--- src/rtl/color_fetch_seq_if.sv ---
// Colour-fetch bus: badline request, colour RAM read port and pixel-pipeline lookup.
interface color_fetch_seq_if #(
    parameter int AW = 12
) ();
    logic          start;
    logic [AW-1:0] vcbase;
    logic          fetch_en;
    logic [AW-1:0] ram_addr;
    logic [7:0]    ram_data;
    logic          busy;
    logic          done;
    logic [5:0]    char_idx;
    logic [7:0]    char_color;

    modport master (
        output start, vcbase, fetch_en, ram_data, char_idx,
        input  ram_addr, busy, done, char_color
    );

    modport slave (
        input  start, vcbase, fetch_en, ram_data, char_idx,
        output ram_addr, busy, done, char_color
    );
endinterface

--- src/rtl/color_fetch_seq.sv ---
// Colour RAM row fetch engine with line buffer and per-column colour lookup.
// Define COLOR_FETCH_DBUF_EN for front/back line buffers swapped on done.
module color_fetch_seq #(
    parameter int COLS = 40,
    parameter int AW   = 12
) (
    input logic              clk,
    input logic              rst,
    color_fetch_seq_if.slave bus
);
    typedef enum logic [1:0] {IDLE, FETCH, DRAIN} state_t;

    localparam logic [5:0] LAST_N = 6'(COLS - 1);
    localparam logic [5:0] NCOLS  = 6'(COLS);

    state_t        state_q, state_d;
    logic [AW-1:0] base_q;
    logic [AW-1:0] addr_q;
    logic [AW-1:0] issue_addr;
    logic [5:0]    n_q;
    logic          accept;
    logic          issue;
    logic          pv_q;
    logic [5:0]    pidx_q;
    logic          busy_q;
    logic          done_q;
    logic [7:0]    color_q;
    logic [7:0]    rd_data;

`ifdef COLOR_FETCH_DBUF_EN
    logic [7:0]    linebuf [2][COLS];
    logic          front_q;
`else
    logic [7:0]    linebuf [COLS];
`endif

    always_comb begin
        state_d = state_q;
        accept  = 1'b0;
        issue   = 1'b0;
        case (state_q)
            IDLE: begin
                if (bus.start) begin
                    accept  = 1'b1;
                    state_d = FETCH;
                end
            end
            FETCH: begin
                if (bus.fetch_en) begin
                    issue = 1'b1;
                    if (n_q == LAST_N) state_d = DRAIN;
                end
            end
            DRAIN:   state_d = IDLE;
            default: state_d = IDLE;
        endcase
    end

    // The address goes out combinationally in its issue cycle so the RAM samples it at that edge.
    assign issue_addr     = base_q + AW'(n_q);
    assign bus.ram_addr   = issue ? issue_addr : addr_q;
    assign bus.busy       = busy_q;
    assign bus.done       = done_q;
    assign bus.char_color = color_q;

    always_comb begin
`ifdef COLOR_FETCH_DBUF_EN
        rd_data = linebuf[front_q][bus.char_idx];
`else
        rd_data = linebuf[bus.char_idx];
`endif
    end

    always_ff @(posedge clk or posedge rst) begin
        if (rst) begin
            state_q <= IDLE;
            base_q  <= '0;
            addr_q  <= '0;
            n_q     <= '0;
            pv_q    <= 1'b0;
            pidx_q  <= '0;
            busy_q  <= 1'b0;
            done_q  <= 1'b0;
            color_q <= '0;
`ifdef COLOR_FETCH_DBUF_EN
            front_q <= 1'b0;
`endif
        end else begin
            state_q <= state_d;
            pv_q    <= issue;
            pidx_q  <= n_q;
            done_q  <= (state_q == DRAIN);
            color_q <= (bus.char_idx < NCOLS) ? rd_data : '0;
            if (done_q) busy_q <= 1'b0;
            if (accept) begin
                base_q <= bus.vcbase;
                n_q    <= '0;
                busy_q <= 1'b1;
            end
            if (issue) begin
                addr_q <= issue_addr;
                n_q    <= n_q + 6'd1;
            end
`ifdef COLOR_FETCH_DBUF_EN
            // Swap on the same edge as the final capture and the rise of done.
            if (state_q == DRAIN) front_q <= ~front_q;
`endif
        end
    end

    // Storage has no reset; captures follow the pipeline valid bit only.
    always_ff @(posedge clk) begin
        if (pv_q) begin
`ifdef COLOR_FETCH_DBUF_EN
            linebuf[~front_q][pidx_q] <= bus.ram_data;
`else
            linebuf[pidx_q] <= bus.ram_data;
`endif
        end
    end
endmodule
--- src/flat_wrapper.sv ---
// flat-port wrapper written by rule: the top's interface ports become plain ports
module color_fetch_seq_flat 
#(
    parameter int COLS = 40,
    parameter int AW   = 12
)
  (clk, rst, bus_start, bus_vcbase, bus_fetch_en, bus_ram_data, bus_char_idx, bus_ram_addr, bus_busy, bus_done, bus_char_color);
  color_fetch_seq_if #(.AW(AW)) bus_i ();
  input logic clk;
  input logic rst;
  input wire logic [$bits(bus_i.start)-1:0] bus_start;
  input wire logic [$bits(bus_i.vcbase)-1:0] bus_vcbase;
  input wire logic [$bits(bus_i.fetch_en)-1:0] bus_fetch_en;
  input wire logic [$bits(bus_i.ram_data)-1:0] bus_ram_data;
  input wire logic [$bits(bus_i.char_idx)-1:0] bus_char_idx;
  output wire logic [$bits(bus_i.ram_addr)-1:0] bus_ram_addr;
  output wire logic [$bits(bus_i.busy)-1:0] bus_busy;
  output wire logic [$bits(bus_i.done)-1:0] bus_done;
  output wire logic [$bits(bus_i.char_color)-1:0] bus_char_color;
  assign bus_i.start = bus_start;
  assign bus_i.vcbase = bus_vcbase;
  assign bus_i.fetch_en = bus_fetch_en;
  assign bus_i.ram_data = bus_ram_data;
  assign bus_i.char_idx = bus_char_idx;
  assign bus_ram_addr = bus_i.ram_addr;
  assign bus_busy = bus_i.busy;
  assign bus_done = bus_i.done;
  assign bus_char_color = bus_i.char_color;
  color_fetch_seq #(.COLS(COLS), .AW(AW)) u_core (.clk(clk), .rst(rst), .bus(bus_i));
endmodule
--- config.mk ---
export PLATFORM = sky130hd
export DESIGN_NAME = color_fetch_seq_flat
export DESIGN_NICKNAME = d
export VERILOG_FILES = /design/src/rtl/color_fetch_seq_if.sv /design/src/rtl/color_fetch_seq.sv /design/src/flat_wrapper.sv
export SDC_FILE = /design/constraint.sdc
export NUM_CORES = 1
export LEC_CHECK = 0
export CAP_MARGIN = 15
export CORE_UTILIZATION = 30
export DETAILED_ROUTE_END_ITERATION = 12
export SKIP_LAST_GASP = 1
export SLEW_MARGIN = 30
export SYNTH_ARGS = -nofsm -noshare
export SYNTH_HDL_FRONTEND = slang
export SYNTH_SLANG_ARGS = --single-unit
--- constraint.sdc ---
create_clock -name clk -period 4 [get_ports clk]
set_input_delay 0.6 -clock clk [delete_from_list [all_inputs] [get_ports clk]]
set_output_delay 0.6 -clock clk [all_outputs]
set_load 0.02 [all_outputs]
Word-level counts from Yosys, hierarchy flattened
Memories as Yosys holds them, arrays and structs flattened.
Cells that the tools add are included.
{"block": "totals", "ramBits": 320, "register_bits": 49, "memories": 1, "elab_cells": 39}
{"block": "op_classes", "eq_ne": 6, "addsub": 2, "mux": 16, "reduce_logical": 4, "n_lt_le_gt_ge": 1}
{"memory": "u_core.linebuf", "depth": 40, "width": 8, "read_ports": 1, "rd_ports_with_merged_regs": 0, "write_ports": 1, "line": "color_fetch_seq.sv:34", "text": "logic [7:0] linebuf [COLS];"}
{"cell": "$add A12 B6 Y12", "count": 1}
{"cell": "$mux W12", "count": 1}
{"cell": "$mux W6", "count": 2}
{"cell": "$mux W1", "count": 8}
{"cell": "$mux W8", "count": 1}
{"cell": "$add A6 B1 Y6 const B", "count": 1}
{"cell": "$eq A6 B6 Y1 const B", "count": 1}
{"cell": "$lt A6 B6 Y1 const B", "count": 1}
{"cell": "$mux W2", "count": 3}
{"cell": "$ne A2 B2 Y1 const B", "count": 2}
{"cell": "$pmux W2 S2", "count": 1}
{"cell": "$reduce_bool A2 Y1", "count": 2}
{"cell": "$reduce_and A3 Y1", "count": 1}
{"cell": "$eq A2 B1 Y1 const B", "count": 1}
{"cell": "$eq A2 B2 Y1 const B", "count": 1}
{"cell": "$logic_not A2 Y1", "count": 1}
{"cell": "$ne A2 B1 Y1 const B", "count": 1}

Depth between registers and ports, before layout
Gate-level depths: netlist of the first run.
{"block": "depth", "word_depth": 4, "ltp_mapped": 9, "mapped_depth_nobuf": 9}

Least setup slack after synthesis of the first run
No wires, ideal clock.
{"block": "synth_path", "kind": "reg-to-output", "startpoint": "register u_core.n_q[0]", "endpoint": "output port bus_ram_addr[6]", "setup_slack_ps": 1033, "t_required_ps": 3400, "stages_incl_launch_ff": 10, "arrival_ps": 2367, "cell_sequence": "dfrtp_1 -> ha_1 -> inv_1 -> fa_1 -> nor2b_1 -> o21ai_0 -> a21boi_0 -> o21ai_0 -> nor3b_1 -> o31ai_1"}
{"block": "synth_between", "elab_chain_len": 2}
{"element": "start, declared", "line": "color_fetch_seq.sv:20", "text": "logic [5:0] n_q;"}
{"element": "start signal, assigned", "line": "color_fetch_seq.sv:102", "text": "n_q <= n_q + 6'd1;"}
{"element": "$add A12 B6 Y12", "line": "color_fetch_seq.sv:60", "text": "assign issue_addr = base_q + AW'(n_q);"}
{"element": "$mux W12"}
{"element": "end, declared", "line": "flat_wrapper.sv:16", "text": "output wire logic [$bits(bus_i.ram_addr)-1:0] bus_ram_addr;"}
Every way passes these cells.

Worst setup path after layout of the first run
{"block": "layout_path", "startpoint": "register u_core.n_q[0]", "endpoint": "output port bus_ram_addr[8]"}
The elaborated chain is that of the path after synthesis.

==> flow_metrics.py, run 1 <==
metrics = {
    "cts": {
        "clkSinkCount": 369,
        "htree_levels": 2,
        "cts_tree": "yes",
        "insertion_delay_ns": 0.56,
        "cts_inserted_buffers": 40,
        "clk_pin_slew_ns": 0.06,
        "root_buffer": "clkbuf_16",
        "holdBufCountCts": 0,
        "clk_path_buf_depth": 3,
    },
    "power_and_ir_drop": {
        "vdd_drop_max_mv": 0.335,
        "clkPwrFrac_pct": 39.9,
        "p_leak_nw": 5.80,
        "p_seq_share_pct": 50.0,
        "combPwrFrac_pct": 10.1,
        "power_mw": 9.01,
        "switching_share_pct": 24.0,
        "power_density_nw_per_um2": 523,
        "p_switching_mw": 2.16,
        "internal-power_mw": 6.85,
    },
    "logic_synthesis": {
        "synth_edf_count": 320,
        "yosysTopAreaCell": "edfxtp_1",
        "yosysTopAreaCellShare_pct": 65.6,
        "yosysUniqueCellTypes": 48,
        "yosysSeqAreaShare_pct": 73.9,
        "postSynthRegisterBits": 369,
        "synth_area_leaders": "edfxtp_1 66%, dfrtp_1 8.4%, mux4_2 7.7%",
        "synth_ff_type": "edfxtp_1",
        "yosysWarnings": 0,
        "netlist_area_sq_um": 14700,
        "async_reset_ff_share_pct": 13.3,
        "synth_nets": 856,
        "avgSynthCellArea_sq_um": 17.9,
        "syn_inst": 818,
    },
    "floorplanning": {
        "die_h_microns": 223,
        "dieArea_sq_um": 49700,
        "row_count": 80,
        "core-area_sq_um": 47900,
        "io_pins": 52,
        "start_util_pct": 30.6,
        "die_x_microns": 223,
    },
    "setup_path": {
        "path_class": "flip-flop to output pin",
        "reg2reg_depth": 9,
        "crit_required_ns": 3.40,
        "endpoint_kind": "output pin",
        "worstPathArrival_ns": 3.18,
        "start_kind": "flip-flop",
        "cp_max_fo": 6,
        "r2r-end": "u_core.addr_q[6]",
        "r2r_setup_slack_ns": 1.71,
        "worstReg2RegStart": "u_core.n_q[0]",
    },
    "layout": {
        "final_common_cell": "edfxtp_1",
        "diodes": 0,
        "area_growth_pct": 17.5,
        "nets": 937,
        "final_util_pct": 35.9,
        "finish.instance_area_sq_um": 17200,
        "fin_cells": 1546,
        "drive_above_1_share_pct": 14.5,
        "final_cell_mix": "320 x edfxtp_1, 71 x nor2_1, 68 x nand2_1",
    },
    "grt": {
        "antenna_found_initial": 0,
        "gr-total-overflow": 0,
        "grt_pass1_vias": 7695,
        "grt_pass1_wl_microns": 48100,
        "grt_max_degree": 43,
        "track_usage_pct": 12.9,
    },
    "drt": {
        "drt_iter0_markers": 525,
        "avgRoutedWirePerCell_microns": 20.5,
        "vias_per_cell": 4.89,
        "antenna_left": 0,
        "wl_microns": 31700,
        "first_pass_iters": 6,
        "vias": 7556,
        "drc": 0,
    },
    "sta": {
        "setup_violations": 0,
        "fin_crit_ns": 3.78,
        "final.setup.tns_ns": 0,
        "rsz0062_at_grt": "false",
        "tightest_slew_ns": 0.907,
        "post-route-period-util_pct": 94.5,
        "fin_ws_ns": 0.221,
        "maxSlewHeadroom_pct": 39.3,
        "finalHoldViolCount": 0,
        "whs_ns": 0.456,
        "finalMaxSlewViolations": 0,
        "fmax_mhz": 265,
        "fin_skew_ns": 0.0254,
    },
    "placed_design": {
        "place_congestion": 0.805,
        "hpwl_microns": 19900,
        "placed_cell_area_sq_um": 15900,
        "placedCellCount": 1472,
        "dp_slack_ns": 0.471,
        "port_buffers": 51,
    },
    "job": {
        "maxCapViolCount": 0,
    },
    "status": {
        "status": "complete, no violations",
    },
    "hold_path": {
        "hold_path_class": "input pin to async pin",
    },
}
-- final cells by class --
cell class,count,area [sq um]
sequential,369,10800
multi-input combinational,404,3570
tap,615,769
clock buffer,62,1130
timing repair buffer,73,693
clock inverter,12,170
inverter,11,43.8
fill,4418,30700
-- synth_stat cells (2+ instances only) --
cell type / n
buf_6: 6
o21a_1: 2
and3_1: 5
o31ai_1: 2
a211oi_1: 2
a22oi_1: 18
nand3_1: 12
nor2b_1: 7
buf_2: 5
o21ai_1: 3
xor2_1: 6
nor3b_1: 2
a2111oi_0: 5
dfrtp_1: 49
mux2i_1: 35
nor3_1: 15
and2_1: 6
o21ai_0: 33
or2_2: 2
nor2_1: 73
nand2b_1: 5
ha_1: 7
a21oi_1: 7
mux4_1: 20
clkbuf_1: 15
inv_1: 9
a21boi_0: 2
buf_4: 6
nand2_1: 68
edfxtp_1: 320
nand4_1: 5
mux4_2: 50
-- cells by family after synthesis --
| group | count (synthesis) | synth area share [%] |
|---|---|---|
| adder cells (fa/ha/maj) | 8 | 0.734 |
| AND/OR/NAND/NOR | 204 | 6.12 |
| buffers and inverters | 45 | 1.73 |
| flip-flops | 369 | 73.9 |
| AO/OA/AOI/OAI | 80 | 3.41 |
| multiplexers | 105 | 13.7 |
| XOR/XNOR | 7 | 0.418 |
-- power groups by stage --
| stage | combinational [mW] | sequential (mW) | clock (mW) |
|---|---|---|---|
| 2_1_floorplan | 0.557 | 4.54 | 0 |
| 3_3_place_gp | 0.921 | 4.57 | 0 |
| 3_5_place_dp | 0.926 | 4.58 | 0 |
| 4_1_cts | 0.929 | 4.50 | 3.67 |
| 5_1_grt | 1.01 | 4.53 | 3.81 |
| 6_report | 0.914 | 4.50 | 3.59 |
-- critical path: stages (launching register included) --
cell	delay, ns
dfrtp_1	0.42
ha_1	0.20
inv_1	0.06
fa_1	0.39
nor2b_1	0.12
o21ai_0	0.10
a21boi_1	0.24
o21ai_0	0.18
mux2i_1	0.16
nand3_1	0.14
clkdlybuf4s50_1	0.62
-- metal layers --
layer / up-vias / GRT usage, % / wire (microns)
li1: 3389 / - / -
met1: 3907 / 17.7 / 14400
met2: 221 / 21.0 / 15100
met3: 39 / 2.42 / 1690
met4: 0 / 3.09 / 541
met5: - / 0 / 0
-- repair_timing --
action	CTS	global route
endpoints found under the setup margin	2	2
buffers inserted	0	0
resized for setup	2	1
-- flip-flops by register name, summed over array words and instances, names as in the netlist --
register / cells
u_core.n_q: 6
u_core.linebuf: 320
u_core.base_q: 12
u_core.addr_q: 12
u_core.bus.done: 1
u_core.bus.busy: 1
u_core.state_q: 2
u_core.pv_q: 1
u_core.pidx_q: 6
u_core.bus.char_color: 8
-- worst max-delay path by stage --
| stage | startpoint | to | slack [ns] | depth (start not counted) |
|---|---|---|---|---|
| after floorplan | u_core.n_q[0] | bus_ram_addr[6] | 1.03 | 9 |
| after global placement | u_core.n_q[0] | bus_ram_addr[6] | 0.46 | 10 |
| after detailed placement | u_core.n_q[0] | bus_ram_addr[6] | 0.47 | 10 |
| after CTS | u_core.n_q[0] | bus_ram_addr[8] | 0.09 | 10 |
| after global routing | u_core.n_q[0] | bus_ram_addr[6] | 0.005 | 10 |
| final | u_core.n_q[0] | bus_ram_addr[8] | 0.22 | 10 |
Power figures use the tool's default switching activity.
==> run 2, diff against run 1 <==
==> constraint.sdc (replaced) <==
create_clock -name clk -period 4 [get_ports clk]
set_input_delay 0.8 -clock clk [delete_from_list [all_inputs] [get_ports clk]]
set_output_delay 0.8 -clock clk [all_outputs]
set_load 0.02 [all_outputs]
==> run 2 against run 1 <==
Register-to-register slack lost 0.03 ns. Combinational power grew 0.8%. Design area grew 0.24%. Clock skew is essentially flat. Non-clock buffer count grew 7. Sequential cell count is the same. Final cell count grew 0.45%. Die area is the same. Hold slack gained 0.019 ns. Critical endpoint is now bus_ram_addr[6]. Largest cell class unchanged.
==> flow_metrics.py, run 2 (synthesized netlist as in run 1, its figures left out) <==
metrics = {
    "sta": {
        "maxSlewHeadroom_pct": 34.5,
        "fmax_mhz": 264,
        "fin_skew_ns": 0.0254,
        "finalHoldViolCount": 0,
        "whs_ns": 0.475,
        "rsz0062_at_grt": "true",
        "post-route-period-util_pct": 94.6,
        "fin_ws_ns": 0.216,
        "fin_crit_ns": 3.78,
        "finalMaxSlewViolations": 0,
        "tightest_slew_ns": 0.978,
        "setup_violations": 0,
    },
    "layout": {
        "nets": 944,
        "largest_register_ff_count": 320,
        "multiInputGateArea_sq_um": 3580,
        "final_cell_mix": "320 x edfxtp_1, 70 x nor2_1, 68 x nand2_1",
        "final_util_pct": 36.0,
        "n_fill_cell": 4422,
        "diodes": 0,
        "top_regs": "u_core.linebuf (320), u_core.addr_q (12), u_core.base_q (12)",
        "seqCellArea_sq_um": 10800,
        "drive_above_1_share_pct": 15.6,
        "top_register": "u_core.linebuf",
        "final_common_cell": "edfxtp_1",
        "area_growth_pct": 17.8,
    },
    "power_and_ir_drop": {
        "power_density_nw_per_um2": 523,
        "vdd_drop_max_mv": 0.343,
        "p_leak_nw": 5.88,
        "power_mw": 9.03,
    },
    "grt": {
        "grt_max_degree": 41,
        "grt_pass1_wl_microns": 49400,
        "grt_pass1_vias": 7845,
        "antenna_found_initial": 0,
        "gr-total-overflow": 0,
        "track_usage_pct": 13.3,
    },
    "floorplanning": {
        "die_x_microns": 223,
        "row_count": 80,
        "start_util_pct": 30.6,
        "core-area_sq_um": 47900,
        "die_h_microns": 223,
        "io_pins": 52,
        "dieArea_sq_um": 49700,
    },
    "setup_path": {
        "cp_max_fo": 6,
        "reg2reg_depth": 9,
        "start_kind": "flip-flop",
        "path_class": "flip-flop to output pin",
        "worstPathArrival_ns": 2.98,
        "crit_required_ns": 3.20,
        "r2r_setup_slack_ns": 1.68,
        "worstReg2RegStart": "u_core.n_q[0]",
        "r2r-end": "u_core.addr_q[6]",
        "endpoint_kind": "output pin",
    },
    "cts": {
        "htree_levels": 2,
        "cts_setup_buffers": 0,
        "clk_path_buf_depth": 3,
        "cts_tree": "yes",
        "clkSinkCount": 369,
        "insertion_delay_ns": 0.55,
        "clk_pin_slew_ns": 0.06,
        "cts_inserted_buffers": 40,
        "root_buffer": "clkbuf_16",
    },
    "drt": {
        "drt_iter0_markers": 679,
        "antenna_left": 0,
        "vias": 7588,
        "wl_microns": 32300,
        "drc": 0,
        "vias_per_cell": 4.89,
        "avgRoutedWirePerCell_microns": 20.8,
        "first_pass_iters": 5,
    },
    "placed_design": {
        "dp_slack_ns": 0.200,
        "port_buffers": 51,
        "place_congestion": 0.811,
        "hpwl_microns": 20400,
    },
    "job": {
        "maxCapViolCount": 0,
    },
    "hold_path": {
        "holdPathStages": 1,
        "hold_path_class": "flip-flop to flip-flop",
        "min-delay-start": "u_core.state_q[1]",
        "hold_path_end": "u_core.state_q[1]",
    },
    "status": {
        "status": "complete, no violations",
    },
}
run 2: changes by cell type in the layout (fill, tap and decap cells not counted), sizes merged:
cell           before  now
buf                24   31
dlymetal6s2s        0    3
clkbuf             62   59
clkinvlp            1    0
clkdlybuf4s50      47   43
dlygate4sd2         2    1
inv                10   12
clkinv             10   14
run 2: layout make-up:
class | count | share of cell area (%)
Multi-Input combinational cell | 404 | 20.7
Timing Repair Buffer | 80 | 4.31
Clock inverter | 17 | 0.942
Clock buffer | 57 | 6.52
Tap cell | 615 | 4.46
Inverter | 11 | 0.239
Sequential cell | 369 | 62.8
run 2: critical path, stage by stage, from the launching register on:
cell	delay (ns)
dfrtp_1	0.44
ha_1	0.20
inv_1	0.05
fa_1	0.40
nor2b_1	0.12
o21ai_0	0.11
a21boi_1	0.25
o21ai_0	0.19
nor3b_1	0.19
o31ai_2	0.27
clkbuf_2	0.22
run 2: timing repair:
action | 4_1_cts | 5_1_grt
endpoints found under the hold margin | 0 | 0
hold buffers | 0 | 0
setup endpoints to repair | 3 | 7
gates resized for setup | 4 | 10
run 2: per-layer routing:
metal / GRT usage [%] / vias to the layer above / share of wire (%)
li1: - / 3410 / -
met1: 18.0 / 3914 / 45
met2: 21.5 / 225 / 48
met3: 2.75 / 39 / 5.7
met4: 3.78 / 0 / 1.7
met5: 0 / - / 0
run 2: how the worst max path moves through the flow:
stage | end | cells after the start | startpoint | slack, ns
global route | bus_ram_addr[6] | 10 | u_core.n_q[0] | -0.02
CTS | bus_ram_addr[6] | 10 | u_core.n_q[0] | -0.007
detailed placement | bus_ram_addr[6] | 10 | u_core.n_q[0] | 0.20
finish | bus_ram_addr[6] | 10 | u_core.n_q[0] | 0.22
floorplan | bus_ram_addr[6] | 9 | u_core.n_q[0] | 0.83
global placement | bus_ram_addr[6] | 10 | u_core.n_q[0] | 0.24
run 2: metrics by stage:
| stage | setup TNS, ns | area [sq um] | cells |
|---|---|---|---|
| floorplan | 0 | 14700 | 818 |
| global placement | 0 | 16000 | 1479 |
| detailed placement | 0 | 16000 | 1479 |
| CTS | -0.00678 | 17200 | 1553 |
| global route | -0.0223 | 17300 | 1553 |
| finish | 0 | 17300 | 1553 |
run 2: power breakdown:
| group | internal, mW | leakage, nW | switching, mW |
|---|---|---|---|
| combinational | 0.367 | 1.75 | 0.555 |
| clock | 2.11 | 0.629 | 1.49 |
| sequential | 4.38 | 3.50 | 0.122 |
| total | 6.86 | 5.88 | 2.17 |
==> run 3, diff against run 2 <==
- CORE_MARGIN: default -> 2
- CTS_CLUSTER_SIZE: default -> 10
- MAX_ROUTING_LAYER: default -> met4
==> run 3 against run 2 <==
Utilization shrank 0.41 points. Total power rose by 0.32%. Fmax is 0.88% lower. Wire length shrank 2.0%. Largest cell class unchanged. Highest routed layer unchanged. Sequential share of layout area decreased by 0.057 points. Non-clock buffer count decreased by 2. Final cell count increased by 0.84%. Combinational power fell by 2%. First-iteration DRC count down 16%.
==> flow_metrics.py, run 3 (synthesized netlist as in run 1, its figures left out) <==
metrics = {
    "setup_path": {
        "worstPathArrival_ns": 3.02,
        "start_kind": "flip-flop",
        "crit_required_ns": 3.20,
        "slowest_delay_ns": 0.67,
        "endpoint_kind": "output pin",
        "cp.buffers_inverters": 3,
        "slowest_stage": "clkdlybuf4s50_1",
        "path_class": "flip-flop to output pin",
        "cp_cell_sequence": "ha_1 > inv_1 > fa_1 > nor2b_1 > o21ai_0 > a21boi_1 > buf_4 > o31ai_1 > clkdlybuf4s50_1",
        "cp_num_cells": 9,
        "cp_max_fo": 6,
        "crit_family": "buffers and inverters",
        "reg2reg_depth": 10,
    },
    "hold_path": {
        "holdPathStages": 0,
        "hold_path_class": "flip-flop to flip-flop",
    },
    "cts": {
        "insertion_delay_ns": 0.58,
        "clkSinkCount": 369,
        "clk_pin_slew_ns": 0.05,
        "cts_inserted_buffers": 44,
        "clk_path_buf_depth": 3,
        "cts_tree": "yes",
        "htree_levels": 2,
        "root_buffer": "clkbuf_16",
        "holdBufCountCts": 0,
    },
    "drt": {
        "drt_iter0_markers": 571,
        "drc": 0,
        "avgRoutedWirePerCell_microns": 20.2,
        "wl_microns": 31700,
        "vias_per_cell": 4.83,
        "antenna_left": 0,
        "vias": 7563,
        "first_pass_iters": 7,
    },
    "floorplanning": {
        "die_x_microns": 225,
        "row_count": 81,
        "start_util_pct": 30.2,
        "die_h_microns": 225,
        "io_pins": 52,
        "dieArea_sq_um": 50600,
        "core-area_sq_um": 48500,
    },
    "layout": {
        "largest_register_ff_count": 320,
        "area_growth_pct": 17.9,
        "diodes": 0,
        "top_regs": "u_core.linebuf (320), u_core.addr_q (12), u_core.base_q (12)",
        "n_fill_cell": 4519,
        "drive_above_1_share_pct": 14.8,
        "final_cell_mix": "320 x edfxtp_1, 71 x nor2_1, 68 x nand2_1",
        "finish.instance_area_sq_um": 17300,
        "top_register": "u_core.linebuf",
        "final_common_cell": "edfxtp_1",
        "nets": 946,
    },
    "power_and_ir_drop": {
        "power_density_nw_per_um2": 524,
        "p_leak_nw": 5.84,
        "vdd_drop_max_mv": 0.348,
        "power_mw": 9.06,
    },
    "grt": {
        "grt_pass1_vias": 7748,
        "grt_pass1_wl_microns": 48100,
        "grt_max_degree": 41,
        "antenna_found_initial": 0,
        "gr-total-overflow": 0,
        "track_usage_pct": 13.2,
    },
    "sta": {
        "post-route-period-util_pct": 95.4,
        "rsz0062_at_grt": "true",
        "finalHoldViolCount": 0,
        "finalMaxSlewViolations": 0,
        "tightest_slew_ns": 0.984,
        "maxSlewHeadroom_pct": 34.2,
        "fin_crit_ns": 3.82,
        "fmax_mhz": 262,
        "fin_skew_ns": 0.0329,
        "setup_violations": 0,
    },
    "placed_design": {
        "port_buffers": 51,
        "place_congestion": 0.800,
        "placed_cell_area_sq_um": 16000,
        "hpwl_microns": 19800,
    },
    "status": {
        "status": "complete, no violations",
    },
    "job": {
        "maxCapViolCount": 0,
    },
}
==> run 3: metal layers <==
layer | vias up | global-route usage (%) | share of wire [%]
li1 | 3413 | - | -
met1 | 3878 | 17.9 | 45
met2 | 223 | 20.3 | 48
met3 | 49 | 2.43 | 5.8
met4 | 0 | 3.80 | 1.8
met5 | - | - | 0
==> run 3: worst register-to-register path, cell delays in order (launching register included) <==
cell and delay (ns):
dfrtp_2 0.40, ha_1 0.18, inv_1 0.05, fa_1 0.40
nor2b_1 0.13, o21ai_0 0.11, a21boi_1 0.23, o21ai_0 0.15
buf_4 0.16, a21boi_0 0.22, o31ai_2 0.11
==> run 3: timing repair <==
action	4_1_cts	5_1_grt
setup endpoints to repair	3	7
pin swaps	0	1
resized for setup	5	9
setup buffers	0	1
endpoints found under the hold margin	0	0
==> run 3: area by class of cell <==
| cell class | instances | area (sq um) | area share (%) |
|---|---|---|---|
| repair buffers | 78 | 727 | 4.21 |
| inverters | 11 | 41.3 | 0.239 |
| multi-input cells | 404 | 3580 | 20.7 |
| well taps | 622 | 778 | 4.50 |
| clock inverters | 6 | 73.8 | 0.427 |
| clock buffers | 76 | 1240 | 7.19 |
| flip-flops and latches | 369 | 10800 | 62.7 |
==> run 3: stage by stage <==
stage / worst slack (ns) / TNS [ns] / hold slack (ns) / util [%] / instances
2_1_floorplan: 0.833 / 0 / 0.414 / - / 818
3_3_place_gp: 0.146 / 0 / 0.449 / 32.9 / 1483
3_5_place_dp: 0.111 / 0 / 0.450 / 32.9 / 1483
4_1_cts: 0.00321 / 0 / 0.463 / 35.6 / 1565
5_1_grt: -0.0225 / -0.0225 / 0.481 / 35.6 / 1566
6_report: 0.183 / 0 / 0.447 / 35.6 / 1566
==> run 3: power breakdown <==
part           total [mW]  internal (mW)  switching (mW)
clock                3.64           2.12            1.53
sequential           4.50           4.39           0.119
combinational       0.907          0.362           0.544
total                9.06           6.86            2.19
==> run 3: worst paths after layout <==
| kind | startpoint | endpoint | slack (ns) |
|---|---|---|---|
| worst max register to register | u_core.n_q[0] | u_core.addr_q[6] | 1.72 |
| worst max-delay path | u_core.n_q[0] | bus_ram_addr[4] | 0.18 |
| max in group asynchronous | rst | u_core.n_q[0] | 2.63 |
| min in group asynchronous | rst | u_core.base_q[9] | 0.50 |
| worst min-delay path | u_core.n_q[0] | u_core.pidx_q[0] | 0.45 |
| worst min register to register | u_core.n_q[0] | u_core.pidx_q[0] | 0.45 |
